==> src/rtl/uart_program_loader_if.sv <==
// Word-write stream from the UART program loader to the instruction/data memories,
// plus the serial input line that feeds it.
interface uart_program_loader_if;
    logic        iUartRx;
    logic        oUpgWriteEnable;
    logic [14:0] oUpgAddress;
    logic [31:0] oUpgWriteData;
    logic        oUpgDone;
    logic        oLoadError;

    modport master (
        input  iUartRx,
        output oUpgWriteEnable,
        output oUpgAddress,
        output oUpgWriteData,
        output oUpgDone,
        output oLoadError
    );

    modport slave (
        output iUartRx,
        input  oUpgWriteEnable,
        input  oUpgAddress,
        input  oUpgWriteData,
        input  oUpgDone,
        input  oLoadError
    );
endinterface

==> src/rtl/uart_program_loader.sv <==
// 8N1 UART receiver plus a length-prefixed frame parser that emits word writes
// for instruction memory (address bit 14 = 0) and data memory (bit 14 = 1).
module uart_program_loader #(
    parameter int unsigned CLKS_PER_BIT = 87,
    parameter int unsigned MAX_WORDS    = 16384
) (
    input logic                   iUpgClock,
    input logic                   iUpgReset,
    uart_program_loader_if.master upg
);

    localparam int unsigned CntW = $clog2(CLKS_PER_BIT);
    localparam logic [CntW-1:0] BitLast  = CntW'(CLKS_PER_BIT - 1);
    localparam logic [CntW-1:0] HalfLast = CntW'(CLKS_PER_BIT / 2 - 1);

    typedef enum logic [1:0] {RxIdle, RxStart, RxData, RxStop} rx_state_e;
    typedef enum logic [2:0] {PsHdrI, PsWordI, PsHdrD, PsWordD, PsDone, PsError} ps_state_e;

    logic            rx_meta_q, rx_sync_q;
    rx_state_e       rx_state_q;
    logic [CntW-1:0] clk_cnt_q;
    logic [2:0]      bit_idx_q;
    logic [7:0]      shift_q;

    ps_state_e       ps_q;
    logic [1:0]      byte_cnt_q;
    logic [15:0]     count_q;
    logic [13:0]     widx_q;
    logic [31:0]     word_q;
    logic            we_q;
    logic [14:0]     addr_q;
    logic [31:0]     data_q;
    logic            done_q;
    logic            err_q;

    logic            stop_sample;
    logic            byte_valid;
    logic            frame_err;
    logic [15:0]     hdr_count;
    logic            hdr_too_big;
    logic            word_last;

    // Two-flop synchronizer; idle-high so reset must not fake a start bit.
    always_ff @(posedge iUpgClock or posedge iUpgReset) begin
        if (iUpgReset) begin
            rx_meta_q <= 1'b1;
            rx_sync_q <= 1'b1;
        end else begin
            rx_meta_q <= upg.iUartRx;
            rx_sync_q <= rx_meta_q;
        end
    end

    always_ff @(posedge iUpgClock or posedge iUpgReset) begin
        if (iUpgReset) begin
            rx_state_q <= RxIdle;
            clk_cnt_q  <= '0;
            bit_idx_q  <= '0;
            shift_q    <= '0;
        end else begin
            unique case (rx_state_q)
                RxIdle: begin
                    clk_cnt_q <= '0;
                    if (!rx_sync_q) begin
                        rx_state_q <= RxStart;
                    end
                end
                RxStart: begin
                    if (clk_cnt_q == HalfLast) begin
                        clk_cnt_q  <= '0;
                        bit_idx_q  <= '0;
                        rx_state_q <= rx_sync_q ? RxIdle : RxData;
                    end else begin
                        clk_cnt_q <= clk_cnt_q + 1'b1;
                    end
                end
                RxData: begin
                    if (clk_cnt_q == BitLast) begin
                        clk_cnt_q <= '0;
                        shift_q   <= {rx_sync_q, shift_q[7:1]};
                        bit_idx_q <= bit_idx_q + 3'd1;
                        if (bit_idx_q == 3'd7) begin
                            rx_state_q <= RxStop;
                        end
                    end else begin
                        clk_cnt_q <= clk_cnt_q + 1'b1;
                    end
                end
                RxStop: begin
                    if (clk_cnt_q == BitLast) begin
                        clk_cnt_q  <= '0;
                        rx_state_q <= RxIdle;
                    end else begin
                        clk_cnt_q <= clk_cnt_q + 1'b1;
                    end
                end
                default: rx_state_q <= RxIdle;
            endcase
        end
    end

    always_comb begin
        stop_sample = (rx_state_q == RxStop) && (clk_cnt_q == BitLast);
        byte_valid  = stop_sample && rx_sync_q;
        frame_err   = stop_sample && !rx_sync_q;
        hdr_count   = {shift_q, count_q[7:0]};
        hdr_too_big = (32'(hdr_count) > MAX_WORDS);
        word_last   = (({2'b00, widx_q} + 16'd1) == count_q);
    end

    always_ff @(posedge iUpgClock or posedge iUpgReset) begin
        if (iUpgReset) begin
            ps_q       <= PsHdrI;
            byte_cnt_q <= '0;
            count_q    <= '0;
            widx_q     <= '0;
            word_q     <= '0;
            we_q       <= 1'b0;
            addr_q     <= '0;
            data_q     <= '0;
            done_q     <= 1'b0;
            err_q      <= 1'b0;
        end else begin
            we_q <= 1'b0;
            if (frame_err && (ps_q != PsDone) && (ps_q != PsError)) begin
                ps_q       <= PsError;
                err_q      <= 1'b1;
                byte_cnt_q <= '0;
            end else if (byte_valid) begin
                unique case (ps_q)
                    PsHdrI, PsHdrD: begin
                        if (byte_cnt_q == 2'd0) begin
                            count_q[7:0] <= shift_q;
                            byte_cnt_q   <= 2'd1;
                        end else begin
                            count_q    <= hdr_count;
                            byte_cnt_q <= '0;
                            widx_q     <= '0;
                            if (hdr_too_big) begin
                                ps_q  <= PsError;
                                err_q <= 1'b1;
                            end else if (hdr_count == 16'd0) begin
                                if (ps_q == PsHdrI) begin
                                    ps_q <= PsHdrD;
                                end else begin
                                    ps_q   <= PsDone;
                                    done_q <= 1'b1;
                                end
                            end else begin
                                ps_q <= (ps_q == PsHdrI) ? PsWordI : PsWordD;
                            end
                        end
                    end
                    PsWordI, PsWordD: begin
                        // Little-endian: shifting down leaves the first byte in [7:0].
                        word_q     <= {shift_q, word_q[31:8]};
                        byte_cnt_q <= byte_cnt_q + 2'd1;
                        if (byte_cnt_q == 2'd3) begin
                            we_q   <= 1'b1;
                            addr_q <= {ps_q == PsWordD, widx_q};
                            data_q <= {shift_q, word_q[31:8]};
                            if (word_last) begin
                                widx_q <= '0;
                                ps_q   <= (ps_q == PsWordI) ? PsHdrD : PsDone;
                            end else begin
                                widx_q <= widx_q + 14'd1;
                            end
                        end
                    end
                    default: ;
                endcase
            end
            // Entering DONE via a final write raises done one cycle after the strobe.
            if (ps_q == PsDone) begin
                done_q <= 1'b1;
            end
        end
    end

    assign upg.oUpgWriteEnable = we_q;
    assign upg.oUpgAddress     = addr_q;
    assign upg.oUpgWriteData   = data_q;
    assign upg.oUpgDone        = done_q;
    assign upg.oLoadError      = err_q;

endmodule

==> src/flat_wrapper.sv <==
// flat-port wrapper written by rule: the top's interface ports become plain ports
module uart_program_loader_flat 
#(
    parameter int unsigned CLKS_PER_BIT = 87,
    parameter int unsigned MAX_WORDS    = 16384
)
  (iUpgClock, iUpgReset, upg_iUartRx, upg_oUpgWriteEnable, upg_oUpgAddress, upg_oUpgWriteData, upg_oUpgDone, upg_oLoadError);
  uart_program_loader_if upg_i ();
  input logic iUpgClock;
  input logic iUpgReset;
  input wire logic [$bits(upg_i.iUartRx)-1:0] upg_iUartRx;
  output wire logic [$bits(upg_i.oUpgWriteEnable)-1:0] upg_oUpgWriteEnable;
  output wire logic [$bits(upg_i.oUpgAddress)-1:0] upg_oUpgAddress;
  output wire logic [$bits(upg_i.oUpgWriteData)-1:0] upg_oUpgWriteData;
  output wire logic [$bits(upg_i.oUpgDone)-1:0] upg_oUpgDone;
  output wire logic [$bits(upg_i.oLoadError)-1:0] upg_oLoadError;
  assign upg_i.iUartRx = upg_iUartRx;
  assign upg_oUpgWriteEnable = upg_i.oUpgWriteEnable;
  assign upg_oUpgAddress = upg_i.oUpgAddress;
  assign upg_oUpgWriteData = upg_i.oUpgWriteData;
  assign upg_oUpgDone = upg_i.oUpgDone;
  assign upg_oLoadError = upg_i.oLoadError;
  uart_program_loader #(.CLKS_PER_BIT(CLKS_PER_BIT), .MAX_WORDS(MAX_WORDS)) u_core (.iUpgClock(iUpgClock), .iUpgReset(iUpgReset), .upg(upg_i));
endmodule
==> config.mk <==
export PLATFORM = sky130hd
export DESIGN_NAME = uart_program_loader_flat
export DESIGN_NICKNAME = d
export VERILOG_FILES = /design/src/rtl/uart_program_loader_if.sv /design/src/rtl/uart_program_loader.sv /design/src/flat_wrapper.sv
export SDC_FILE = /design/constraint.sdc
export NUM_CORES = 1
export LEC_CHECK = 0
export ABC_AREA = 1
export CAP_MARGIN = 20
export CELL_PAD_IN_SITES_DETAIL_PLACEMENT = 0
export CELL_PAD_IN_SITES_GLOBAL_PLACEMENT = 1
export CORE_ASPECT_RATIO = 1.2
export CORE_UTILIZATION = 35
export DETAILED_ROUTE_END_ITERATION = 8
export PLACE_DENSITY = 0.77
export RECOVER_POWER = 100
export SETUP_SLACK_MARGIN = 0.05
export SLEW_MARGIN = 10
export SYNTH_ARGS = -nofsm -noshare
export SYNTH_HDL_FRONTEND = slang
export SYNTH_SLANG_ARGS = --single-unit
==> constraint.sdc <==
create_clock -name iUpgClock -period 6 [get_ports iUpgClock]
set_input_delay 0.9 -clock iUpgClock [delete_from_list [all_inputs] [get_ports iUpgClock]]
set_output_delay 0.9 -clock iUpgClock [all_outputs]
set_load 0.01 [all_outputs]
==> flow_metrics.tcl <==
set metrics [dict create \
    clockBufferDepth 2 \
    io_pins 53 \
    relSlewSlack_pct -40.4 \
    coreArea_um2 17400 \
    wl_met3_um 477 \
    holdBufCountCts 0 \
    gp_congestion 0.816 \
    syn_avg_cell_area_um2 8.28 \
    reg2reg_setup_slack_ns 2.17 \
    overflow 0 \
    worstRegToRegCells 14 \
    initial_core_util_pct 35.6 \
    crit_path_start_kind "input port" \
    postLayoutCoreUtil_pct 42.4 \
    wl_mm 13.8 \
    synth.yosys.seq_area_share_pct 52.9 \
    area_growth_syn_to_layout_pct 19.1 \
    cts_buffers 17 \
    stdcell_count 1033 \
    failed_checks "max-capacitance violations, max-slew violations" \
    dp.cells 1002 \
    antenna_found_initial 0 \
    die_h_um 148 \
    crit_type "in2async" \
    hold_depth 0 \
    wire_per_inst_um 13.4 \
    fp.dieW_um 124 \
    final_cell_mix "nand2_1, dfrtp_1, o21ai_0, inv_1" \
    path_clk_slew_ns 0.06 \
    power.total_mw 2.03 \
    nFillCells 1786 \
    via_count 4846 \
    ys_seq_elements 131 \
    place_area_um2 6900 \
    cts_root_buf "clkbuf_16" \
    cp.required_ns 6.18 \
    top_layer "met4" \
    cp.arrival_ns 4.07 \
    grt_usage_pct 16.6 \
    post-route-period-util_pct 64.8 \
    drv_slew 106 \
    route.met2.wl_mm 6.54 \
    layout_commonest_cell "nand2_1" \
    drt_iter0_markers 391 \
    netlist_area_um2 6210 \
    cp_max_fo 48 \
    drive_above_1_share_pct 5.17 \
    whs_ns 0.355 \
    post_cts_buffers 0 \
    final_hold_viol_count 0 \
    final_nets 818 \
    hpwl_mm 9.85 \
    synth_edf_count 0 \
    cts_max_level 4 \
    ys_types 35 \
    status "finished, violations left" \
    final_area_um2 7400 \
    dp_slack_ns 2.94 \
    postRouteAntennaNets 0 \
    ir_drop_v 0.000181 \
    drc 0 \
    port_buffers 52 \
    syn_inst 750 \
    firstDrtPassIters 6 \
    clkLatencyLatePin_ns 0.43 \
    via_per_inst 4.69 \
    period_needed_ns 3.89 \
    die-area_um2 18300 \
    diodes 0 \
    ys.flop_type "dfrtp_1" \
    fin_setup_tns_ns 0 \
    grt_pass1_vias 4527 \
    power_density_nw_per_um2 274 \
    syn_nets 766 \
    endpoint_kind "async pin" \
    fmax_mhz 257 \
    finClkSkew_ns 0.00897 \
    grt_max_degree 68 \
    p_leak_nw 3.49 \
    ctsResizeCount 0 \
    rsz0062_at_grt "false" \
    max_slew.worst_pin.slew_ns 2.09 \
    setup_viol 0 \
    cts_sinks 131 \
    yosys_warnings 0 \
    fp-row-count 53 \
    worstHoldPathType "reg2reg" \
    wl_met1_mm 6.57 \
    cts_tree "built" \
    drv.max_cap_violation_count 3 \
    grt_pass1_wl_mm 23.2 \
    async_flop_share_pct 100 \
    layout_setup_ws_ns 2.11 \
]
power breakdown:
group	internal (mW)	switching [mW]
clock network	0.576	0.399
registers	0.904	0.0146
logic	0.0433	0.0888
total	1.52	0.502
worst paths after layout:
path / start / end
worst max-delay path: iUpgReset / u_core.widx_q[6]$_DFFE_PP0P_
worst min-delay path: u_core.rx_meta_q$_DFF_PP1_ / u_core.rx_sync_q$_DFF_PP1_
worst max register to register: u_core.clk_cnt_q[0]$_DFF_PP0_ / u_core.upg.oUpgWriteData[4]$_DFFE_PP0P_
worst min register to register: u_core.rx_meta_q$_DFF_PP1_ / u_core.rx_sync_q$_DFF_PP1_
max in group iUpgClock: u_core.clk_cnt_q[0]$_DFF_PP0_ / u_core.upg.oUpgWriteData[4]$_DFFE_PP0P_
min in group asynchronous: iUpgReset / u_core.upg.oUpgWriteData[19]$_DFFE_PP0P_
cell families (layout without fill, tap and decap cells):
family / Yosys count / count (layout) / synth area share [%]
XOR/XNOR: 7 / 7 / 1.45
AO/OA/AOI/OAI: 129 / 129 / 10.9
adder cells (fa/ha/maj): 13 / 13 / 2.62
flip-flops: 131 / 131 / 52.9
buffers and inverters: 119 / 182 / 7.88
AND/OR/NAND/NOR: 351 / 351 / 24.3
critical path, cell delays in order:
cell	delay, ns
dlygate4sd3_1	0.54
clkinvlp_2	1.19
clkbuf_1	1.39
synthesized netlist by cell type, types with 3 or more instances:
master | number | share of area, %
a21oi_1 | 4 | 0.32
clkbuf_1 | 11 | 0.67
inv_1 | 94 | 5.7
buf_6 | 4 | 0.73
o21ai_1 | 40 | 3.2
nor2_2 | 5 | 0.50
nand4_1 | 10 | 1.0
xor2_1 | 3 | 0.42
nor2_1 | 46 | 2.8
nor3_1 | 6 | 0.48
o21ai_2 | 4 | 0.56
nand2_1 | 216 | 13
nand3b_1 | 8 | 0.97
ha_1 | 13 | 2.6
o21ai_0 | 76 | 6.1
nand3_2 | 3 | 0.48
nand3_1 | 49 | 4.0
dfrtp_1 | 129 | 52
buf_2 | 7 | 0.56
metal layers:
metal / track usage (%) / up-vias
met5: 0 / -
met4: 5.90 / 0
met3: 4.40 / 20
met2: 25.8 / 93
met1: 22.2 / 2229
li1: - / 2504
registers in the layout (all words and copies together), names as in the netlist, named ones only:
| register | cells |
|---|---|
| u_core.bit_idx_q | 3 |
| u_core.rx_meta_q | 1 |
| u_core.widx_q | 14 |
| u_core.ps_q | 3 |
| u_core.word_q | 24 |
| u_core.rx_state_q | 1 |
| u_core.upg.oUpgDone | 1 |
| u_core.clk_cnt_q | 7 |
| u_core.upg.oUpgAddress | 15 |
| u_core.upg.oUpgWriteEnable | 1 |
| u_core.upg.oUpgWriteData | 32 |
| u_core.byte_cnt_q | 2 |
| u_core.count_q | 16 |
| u_core.rx_sync_q | 1 |
| u_core.shift_q | 8 |
| u_core.upg.oLoadError | 1 |
final cells by class:
type                    count  area [um^2]  share of cell area, %
flip-flops and latches    131         3280                   44.4
inverters                  96          362                   4.89
repair buffers             56          543                   7.34
clock buffers              18          439                   5.94
well taps                 220          275                   3.72
clock inverters            12          109                   1.47
multi-input cells         500         2390                   32.3
No activity file was read; power rests on OpenSTA's default activity.
